### src/rtl/lsu_misalign_pkg.sv
// Shared types and helpers for the load/store unit: funct3 encodings, FSM state
// enum and access-size / legality / alignment helpers.
package lsu_misalign_pkg;

    localparam logic [2:0] LB  = 3'b000;
    localparam logic [2:0] LH  = 3'b001;
    localparam logic [2:0] LW  = 3'b010;
    localparam logic [2:0] LBU = 3'b100;
    localparam logic [2:0] LHU = 3'b101;

    localparam logic [2:0] SB  = 3'b000;
    localparam logic [2:0] SH  = 3'b001;
    localparam logic [2:0] SW  = 3'b010;

    typedef enum logic [1:0] {
        IDLE  = 2'd0,
        SPLIT = 2'd1,
        DONE  = 2'd2
    } lsu_state_e;

    // Bytes touched by the access; funct3[1:0] carries the size for both loads and stores.
    function automatic logic [2:0] access_size(input logic [2:0] fun3);
        logic [2:0] size;
        case (fun3[1:0])
            2'b00:   size = 3'd1;
            2'b01:   size = 3'd2;
            default: size = 3'd4;
        endcase
        return size;
    endfunction

    function automatic logic is_legal_load(input logic [2:0] fun3);
        return (fun3 == LB) || (fun3 == LH) || (fun3 == LW) ||
               (fun3 == LBU) || (fun3 == LHU);
    endfunction

    function automatic logic is_legal_store(input logic [2:0] fun3);
        return (fun3 == SB) || (fun3 == SH) || (fun3 == SW);
    endfunction

    function automatic logic is_misaligned(input logic [2:0] fun3, input logic [1:0] addr_lo);
        logic mis;
        case (access_size(fun3))
            3'd2:    mis = addr_lo[0];
            3'd4:    mis = (addr_lo != 2'b00);
            default: mis = 1'b0;
        endcase
        return mis;
    endfunction

endpackage

### src/rtl/lsu_misalign_load_ext.sv
// Turns the byte accumulator of a split load into the architectural result by
// sign- or zero-extending according to funct3.
module lsu_misalign_load_ext
    import lsu_misalign_pkg::*;
#(
    parameter int BIT_WIDTH = 32
) (
    input  logic [BIT_WIDTH-1:0] i_acc,
    input  logic [2:0]           i_fun3,
    output logic [BIT_WIDTH-1:0] o_data
);

    always_comb begin
        o_data = i_acc;
        case (i_fun3)
            LB:      o_data = {{(BIT_WIDTH-8){i_acc[7]}}, i_acc[7:0]};
            LBU:     o_data = {{(BIT_WIDTH-8){1'b0}}, i_acc[7:0]};
            LH:      o_data = {{(BIT_WIDTH-16){i_acc[15]}}, i_acc[15:0]};
            LHU:     o_data = {{(BIT_WIDTH-16){1'b0}}, i_acc[15:0]};
            default: o_data = i_acc;
        endcase
    end

endmodule

### src/rtl/lsu_misalign.sv
// Load/store unit between execute and data memory: aligned accesses pass through
// combinationally, misaligned halfword/word accesses are split into bytes or trapped.
module lsu_misalign
    import lsu_misalign_pkg::*;
#(
    parameter int BIT_WIDTH     = 32,
    parameter int MISALIGN_TRAP = 0
) (
    input  logic                 i_clk,
    input  logic                 i_rst_n,
    input  logic                 i_load,
    input  logic                 i_store,
    input  logic [2:0]           i_fun3,
    input  logic [BIT_WIDTH-1:0] i_addr,
    input  logic [BIT_WIDTH-1:0] i_wr_data,
    output logic                 o_stall,
    output logic                 o_done,
    output logic [BIT_WIDTH-1:0] o_rd_data,
    output logic                 o_misaligned,
    output logic                 o_illegal,
    output logic                 o_mem_rd_en,
    output logic                 o_mem_wr_en,
    output logic [2:0]           o_mem_fun3,
    output logic [BIT_WIDTH-1:0] o_mem_addr,
    output logic [BIT_WIDTH-1:0] o_mem_wr_data,
    input  logic [BIT_WIDTH-1:0] i_mem_rd_data
);

    localparam logic TRAP_EN = (MISALIGN_TRAP != 0);

    lsu_state_e           r_state;
    lsu_state_e           w_next_state;
    logic [1:0]           r_cnt;
    logic [BIT_WIDTH-1:0] r_acc;
    logic [BIT_WIDTH-1:0] r_addr;
    logic [BIT_WIDTH-1:0] r_wr_data;
    logic [2:0]           r_fun3;
    logic                 r_is_load;

    logic                 w_req;
    logic                 w_illegal;
    logic                 w_misaligned;
    logic                 w_start_split;
    logic [2:0]           w_last_idx;
    logic                 w_last;
    logic [4:0]           w_byte_lsb;
    logic [BIT_WIDTH-1:0] w_split_addr;
    logic [BIT_WIDTH-1:0] w_ext_data;

    assign w_req         = i_load | i_store;
    assign w_illegal     = (i_load & i_store)
                         | (i_load  & ~is_legal_load(i_fun3))
                         | (i_store & ~is_legal_store(i_fun3));
    assign w_misaligned  = is_misaligned(i_fun3, i_addr[1:0]);
    assign w_start_split = (r_state == IDLE) & w_req & ~w_illegal & w_misaligned & ~TRAP_EN;

    // The split runs from the latched request only, so the stalled inputs may wander freely.
    assign w_last_idx    = access_size(r_fun3) - 3'd1;
    assign w_last        = ({1'b0, r_cnt} == w_last_idx);
    assign w_byte_lsb    = {r_cnt, 3'b000};
    assign w_split_addr  = r_addr + {{(BIT_WIDTH-2){1'b0}}, r_cnt};

    lsu_misalign_load_ext #(
        .BIT_WIDTH (BIT_WIDTH)
    ) u_load_ext (
        .i_acc  (r_acc),
        .i_fun3 (r_fun3),
        .o_data (w_ext_data)
    );

    always_ff @(posedge i_clk or negedge i_rst_n) begin
        if (!i_rst_n) begin
            r_state <= IDLE;
        end else begin
            r_state <= w_next_state;
        end
    end

    always_comb begin
        w_next_state = r_state;
        case (r_state)
            IDLE:    if (w_start_split) w_next_state = SPLIT;
            SPLIT:   if (w_last)        w_next_state = DONE;
            DONE:    w_next_state = IDLE;
            default: w_next_state = IDLE;
        endcase
    end

    always_ff @(posedge i_clk or negedge i_rst_n) begin
        if (!i_rst_n) begin
            r_cnt     <= 2'd0;
            r_acc     <= '0;
            r_addr    <= '0;
            r_wr_data <= '0;
            r_fun3    <= 3'b000;
            r_is_load <= 1'b0;
        end else begin
            case (r_state)
                IDLE: begin
                    if (w_start_split) begin
                        r_addr    <= i_addr;
                        r_fun3    <= i_fun3;
                        r_wr_data <= i_wr_data;
                        r_is_load <= i_load;
                        r_cnt     <= 2'd1;
                        r_acc     <= i_load ? {{(BIT_WIDTH-8){1'b0}}, i_mem_rd_data[7:0]} : '0;
                    end
                end
                SPLIT: begin
                    r_cnt <= r_cnt + 2'd1;
                    if (r_is_load) begin
                        r_acc[w_byte_lsb +: 8] <= i_mem_rd_data[7:0];
                    end
                end
                DONE: begin
                    r_cnt <= 2'd0;
                end
                default: begin
                    r_cnt <= 2'd0;
                end
            endcase
        end
    end

    always_comb begin
        o_stall       = 1'b0;
        o_done        = 1'b0;
        o_rd_data     = '0;
        o_misaligned  = 1'b0;
        o_illegal     = 1'b0;
        o_mem_rd_en   = 1'b0;
        o_mem_wr_en   = 1'b0;
        o_mem_fun3    = 3'b000;
        o_mem_addr    = '0;
        o_mem_wr_data = '0;
        case (r_state)
            IDLE: begin
                if (w_req) begin
                    if (w_illegal) begin
                        o_illegal = 1'b1;
                        o_done    = 1'b1;
                    end else if (!w_misaligned) begin
                        o_mem_rd_en   = i_load;
                        o_mem_wr_en   = i_store;
                        o_mem_fun3    = i_fun3;
                        o_mem_addr    = i_addr;
                        o_mem_wr_data = i_wr_data;
                        o_done        = 1'b1;
                        o_rd_data     = i_load ? i_mem_rd_data : '0;
                    end else if (TRAP_EN) begin
                        o_misaligned = 1'b1;
                    end else begin
                        // Byte 0 goes out in the accepting cycle, so the split costs N issue cycles.
                        o_mem_rd_en   = i_load;
                        o_mem_wr_en   = i_store;
                        o_mem_fun3    = i_load ? LBU : SB;
                        o_mem_addr    = i_addr;
                        o_mem_wr_data = {{(BIT_WIDTH-8){1'b0}}, i_wr_data[7:0]};
                        o_stall       = 1'b1;
                    end
                end
            end
            SPLIT: begin
                o_mem_rd_en   = r_is_load;
                o_mem_wr_en   = ~r_is_load;
                o_mem_fun3    = r_is_load ? LBU : SB;
                o_mem_addr    = w_split_addr;
                o_mem_wr_data = {{(BIT_WIDTH-8){1'b0}}, r_wr_data[w_byte_lsb +: 8]};
                o_stall       = 1'b1;
            end
            DONE: begin
                o_done    = 1'b1;
                o_rd_data = r_is_load ? w_ext_data : '0;
            end
            default: begin
                o_done = 1'b0;
            end
        endcase
    end

endmodule

### config.mk
export PLATFORM = sky130hd
export DESIGN_NAME = lsu_misalign
export DESIGN_NICKNAME = d
export VERILOG_FILES = /design/src/rtl/lsu_misalign_pkg.sv /design/src/rtl/lsu_misalign_load_ext.sv /design/src/rtl/lsu_misalign.sv
export SDC_FILE = /design/constraint.sdc
export NUM_CORES = 1
export LEC_CHECK = 0
export CAP_MARGIN = 20
export CORE_MARGIN = 5
export CORE_UTILIZATION = 43
export CTS_BUF_LIST = sky130_fd_sc_hd__clkbuf_16
export DETAILED_ROUTE_END_ITERATION = 8
export PLACE_DENSITY = 0.78
export SKIP_CTS_REPAIR_TIMING = 1
export SLEW_MARGIN = 30
export SYNTH_ARGS = -nofsm -noshare
export SYNTH_HDL_FRONTEND = slang
export SYNTH_HIERARCHICAL = 1
export SYNTH_SLANG_ARGS = --single-unit
### constraint.sdc
create_clock -name i_clk -period 3.09 [get_ports i_clk]
set_input_delay 0.7725 -clock i_clk [delete_from_list [all_inputs] [get_ports i_clk]]
set_output_delay 0.7725 -clock i_clk [all_outputs]
set_load 0.02 [all_outputs]
---- Word-level counts from Yosys, hierarchy flattened ----
Index checks and enable logic that the tools add are counted.
word-level totals
  register bits after elaboration ......... 104
  bits of input ports ..................... 103
  output and inout bits ................... 105
operators by class
  add/subtract/negate cells ............... 4
  equality and inequality tests ........... 17
  shift-type cells ........................ 3
  muxes and demuxes ....................... 49
  bitwise gates (word level) .............. 13
  reduce and logical (&&, ||, !) cells .... 14
operators with widths
  kind                                                                     count
  32-bit 2-to-1 mux                                                        12
  32-bit case mux with 2 select lines                                      4
  32-bit case mux with 4 select lines                                      1
  32-bit by 2-bit adder with 32-bit output                                 1
  32-bit bitwise mux                                                       1
  8-bit by 7-bit variable shift with 32-bit output (first input constant)  1
  32-bit by 6-bit variable part select with 8-bit output                   1
  8-bit by 7-bit variable part select with 32-bit output                   1
  3-bit case mux with 2 select lines                                       3
  3-bit == test (second input constant)                                    5
  3-bit 2-to-1 mux                                                         5
  1-bit 2-to-1 mux                                                         13
  1-bit case mux with 2 select lines                                       5
  8-bit 2-to-1 mux                                                         1
  2-bit case mux with 2 select lines                                       2
  5-bit negator with 7-bit output                                          1
  1-bit AND                                                                6
  2-bit by 1-bit == test with 1-bit output (second input constant)         3
  3-bit by 1-bit == test with 1-bit output (second input constant)         2
  3-bit by 2-bit == test with 1-bit output (second input constant)         2
  2-bit zero test                                                          3
  3-bit zero test                                                          2
  2-bit != test (second input constant)                                    3
  1-bit logical OR                                                         4
  other kinds (10)                                                         18

---- Longest topological paths before layout ----
Gate-level depths: netlist (run 1).
  word-level depth ........................ 14
  mapped depth ............................ 9

---- Cells and area by module ----
Netlist (run 1), hierarchy kept.
by module, submodules not included
  module                 times used  cells an instance  area each (µm²)  sequential area each (µm²)
  lsu_misalign           1           565                6143.4           2602.5
  lsu_misalign_load_ext  1           67                 355.3            0.0

---- Worst setup path before layout (run 1) ----
No wires, ideal clock.
  path kind ............................... reg2out
  from .................................... register r_cnt[1]
  to ...................................... output o_mem_addr[24]
  arrival time ............................ 2695 ps
  data required time ...................... 2318 ps
  setup slack ............................. -378 ps
  cell stages (with the launch flop) ...... 10
  path buffers ............................ 2
  path through ............................ dfrtp_1 > clkbuf_1 > inv_1 > fa_1 > and4b_1 > buf_2 > and4_1 > and4_1 > xnor2_1 > o21ai_0
on the way
  longest elaborated chain between the ends .. 2
RTL lines
  what                                      RTL line             text
  start, declared                           lsu_misalign.sv:33   logic [1:0] r_cnt;
  start signal, assigned                    lsu_misalign.sv:110  r_cnt <= r_cnt + 2'd1;
  32-bit by 2-bit adder with 32-bit output  lsu_misalign.sv:61   assign w_split_addr = r_addr + {{(BIT_WIDTH-2){1'b0}}, r_cnt};
  32-bit case mux with 2 select lines       lsu_misalign.sv:136  case (r_state)
  end, declared                             lsu_misalign.sv:24   output logic [BIT_WIDTH-1:0] o_mem_addr,
No other way between the ends.

---- Worst setup path after layout (run 1) ----
  from .................................... register r_cnt[0]
  to ...................................... output o_mem_addr[30]
The elaborated chain is that of the path after synthesis.

==> impl_metrics.tcl, run 1 <==
set metrics [dict create \
    outcome "finished, violations left" \
    failed_checks "setup timing" \
    insertion_delay_ns 0.35 \
    hp-class "input pin to asynchronous set/reset pin" \
    clk_pin_slew_worst_paths_ns 0.07 \
    slew_headroom 0.378 \
    cts_buffer_depth 2 \
    chipHeight_um 133 \
    worst_pin_slew_ns 0.923 \
    synth.area.top_cells "dfrtp_1 40%, mux2_2 11%, a22o_1 8.6%" \
    total_power_uw 8150 \
    met3_usage 0.0536 \
    placed_cells 1037 \
    core_area_um2 15000 \
    post-place-ws_ns -0.746 \
    nets 980 \
    syn2layout_area_growth_pct 44.0 \
    synthAdderAreaFrac 0.0166 \
    initial_utilization 0.432 \
    synth_top_area_share 0.400 \
    vias 5715 \
    fin_skew_ns 0.00704 \
    antenna_found_initial 0 \
    end_kind "primary output" \
    cts_root_buf "clkbuf_16" \
    fin_cells 1062 \
    final-setup-viol-count 14 \
    cp_slowest_cell "and4b_2" \
    drive_gt1_frac 0.339 \
    yosys.area_share.simple 0.161 \
    numCtsBuffers 9 \
    setup_ws_ns -0.190 \
    fin_crit_sh 1.06 \
    chipWidth_um 133 \
    fmaxAchievable_mhz 305 \
    total_leakage_power_uw 0.00446 \
    met1_usage 0.256 \
    fin_tns_setup_ns -1.45 \
    die-area_um2 17700 \
    async_flop_share 1.00 \
    vdd_ir_drop_max_uv 602 \
    crit_fanout 4 \
    synth.net_count 743 \
    place.gp.congestion 0.849 \
    crit_arrival_ns 2.51 \
    cap_violations 0 \
    synth.most_common_cell "dfrtp_1" \
    synth.area.mux_share 0.155 \
    use_met2 0.343 \
    grt_overflow 0 \
    worstPathRequired_ns 2.32 \
    synth.cell_area_um2 6500 \
    cp_slowest_stage_delay_ns 0.37 \
    h-tree-depth 3 \
    drtPass1Iterations 4 \
    slew_viol_final 0 \
    top_level_ports 208 \
    crit_chain "ha_2 > inv_2 > fa_2 > and4b_2 > nand4_1 > buf_6 > nor3_4 > xnor2_1 > o21ai_2 > buf_6" \
    hold_viol_final 0 \
    wl_per_cell_um 17.9 \
    drc 0 \
    drt_first_iter_violations 345 \
    wirelength_um 19000 \
    ys_ff_latch 104 \
    fp-row-count 45 \
    ant_nets 0 \
    synth_warnings 6 \
    p_per_area_nw_per_um2 871 \
    grt.total_usage 0.204 \
    cts.sinks 104 \
    yosysTopAreaCell "dfrtp_1" \
    synth_compound_gate_area_share 0.158 \
    via_per_inst 5.38 \
    yosys.area_share.xor_xnor 0.0431 \
    worst_path_most_repeated_cell "buf_6" \
    synth_cells 632 \
    port_buffers 206 \
    crit_type "register to primary output" \
    nFillCells 1234 \
    ys_types 54 \
    antenna_cells 0 \
    grt_max_degree 55 \
    grt_pass1_wl_um 29600 \
    hpwl_um 13700 \
    synth_top_family_by_area "simple AND/OR/NAND/NOR gates" \
    start_kind "register" \
    gr-max-usage-layer "met2" \
    synth-edff-count 0 \
    first_global_vias 5719 \
    synth_commonest_cells "104 x dfrtp_1, 83 x nand2_1, 64 x a22o_1, 63 x mux2_2, 54 x o21ai_0" \
    ys_seq_area_frac 0.400 \
    rsz0062_at_grt "yes" \
    synth-main-ff-cell "dfrtp_1" \
    cts_tree "yes" \
    period_minus_slack_ns 3.28 \
    syn_avg_cell_area_um2 10.3 \
]
[placed cells by master (no fill, tap or decap), types with 10 or more instances in the layout]
cell,instances
clkbuf_2,34
dlymetal6s2s_1,24
nand3_1,13
dfrtp_1,104
nand2_1,81
and2_1,31
mux2_2,63
a22o_1,64
buf_4,93
o21ai_0,44
clkdlybuf4s50_1,95
clkbuf_16,11
inv_1,15
buf_2,15
xnor2_1,21
o21ai_1,10
[layer usage]
layer  vias to the layer above  routed length (um)
li1                       2732                   -
met1                      2785                8050
met2                       174                9330
met3                        24                1330
met4                         0                 324
met5                         -                   0
[cell families (layout without fill, tap and decap cells)]
| logic type | after synthesis | count (layout) |
|---|---|---|
| other | 1 | 1 |
| adders and majority gates | 8 | 8 |
| AOI/OAI and AO/OA | 146 | 146 |
| and+or+nand+nor | 187 | 187 |
| buffers and inverters | 72 | 314 |
| DFF | 104 | 104 |
| muxes | 82 | 82 |
| xor gates and xnor gates | 32 | 32 |
[critical path, delay by kind of cell, from the launching register on]
| family | cells | cell delay [ns] |
|---|---|---|
| fa+ha+maj | 2 | 0.53 |
| compound gates | 1 | 0.07 |
| buf+inv | 3 | 0.35 |
| simple gates | 3 | 0.68 |
| flops | 1 | 0.36 |
| xor+xnor | 1 | 0.16 |
[worst paths after layout]
kind | depth (start not counted) | start | slack (ns) | endpoint
setup / recovery | 10 | r_cnt[0]$_DFFE_PN0P_ | -0.19 | o_mem_addr[30]
hold / removal | 1 | i_rst_n | 0.45 | r_wr_data[19]$_DFFE_PN0P_
hold reg to reg | 2 | r_addr[0]$_DFFE_PN0P_ | 0.50 | r_addr[0]$_DFFE_PN0P_
setup reg to reg | 6 | r_cnt[0]$_DFFE_PN0P_ | 0.72 | r_acc[1]$_DFFE_PN0P_
max in group asynchronous | 2 | i_rst_n | 1.90 | r_acc[14]$_DFFE_PN0P_
min in group i_clk | 2 | r_addr[0]$_DFFE_PN0P_ | 0.50 | r_addr[0]$_DFFE_PN0P_
[report_power, final]
part           internal [uW]  total, uW  switching, uW
combinational           2270       4680           2410
clock                    546       1060            519
sequential              1960       2410            450
[registers in the layout, summed over array words and instances, names as in the netlist]
| signal | flops |
|---|---|
| r_acc | 32 |
| r_addr | 32 |
| r_wr_data | 32 |
| r_fun3 | 3 |
| r_cnt | 2 |
| r_state | 2 |
| r_is_load | 1 |
[metrics by stage]
step | hold slack (ns) | cell area [um^2] | util
after floorplan | 0.450 | 6520 | -
after global placement | 0.471 | 9040 | 0.602
after detailed placement | 0.481 | 9040 | 0.602
after CTS | 0.475 | 9320 | 0.620
after global routing | 0.505 | 9360 | 0.623
final | 0.449 | 9360 | 0.623
[final cells by class]
cell class              count  area [um^2]  share of cell area
multi-input cells         456         3650               0.390
flip-flops and latches    104         2600               0.278
repair buffers            282         2540               0.272
well taps                 188          235              0.0251
clock buffers               9          225              0.0241
inverters                  16         60.1             0.00642
clock inverters             7         46.3             0.00495
No activity file was read; power rests on OpenSTA's default activity.
==> inputs of run 2 (changes only) <==
--- a/config.mk
+++ b/config.mk
@@ -12,7 +12,6 @@
 export DETAILED_ROUTE_END_ITERATION = 8
 export PLACE_DENSITY = 0.78
 export SKIP_CTS_REPAIR_TIMING = 1
-export SLEW_MARGIN = 30
 export SYNTH_ARGS = -nofsm -noshare
 export SYNTH_HDL_FRONTEND = slang
 export SYNTH_HIERARCHICAL = 1
==> results of run 2 <==
No change in the layout: final DEF, timing and power equal those of run 1.
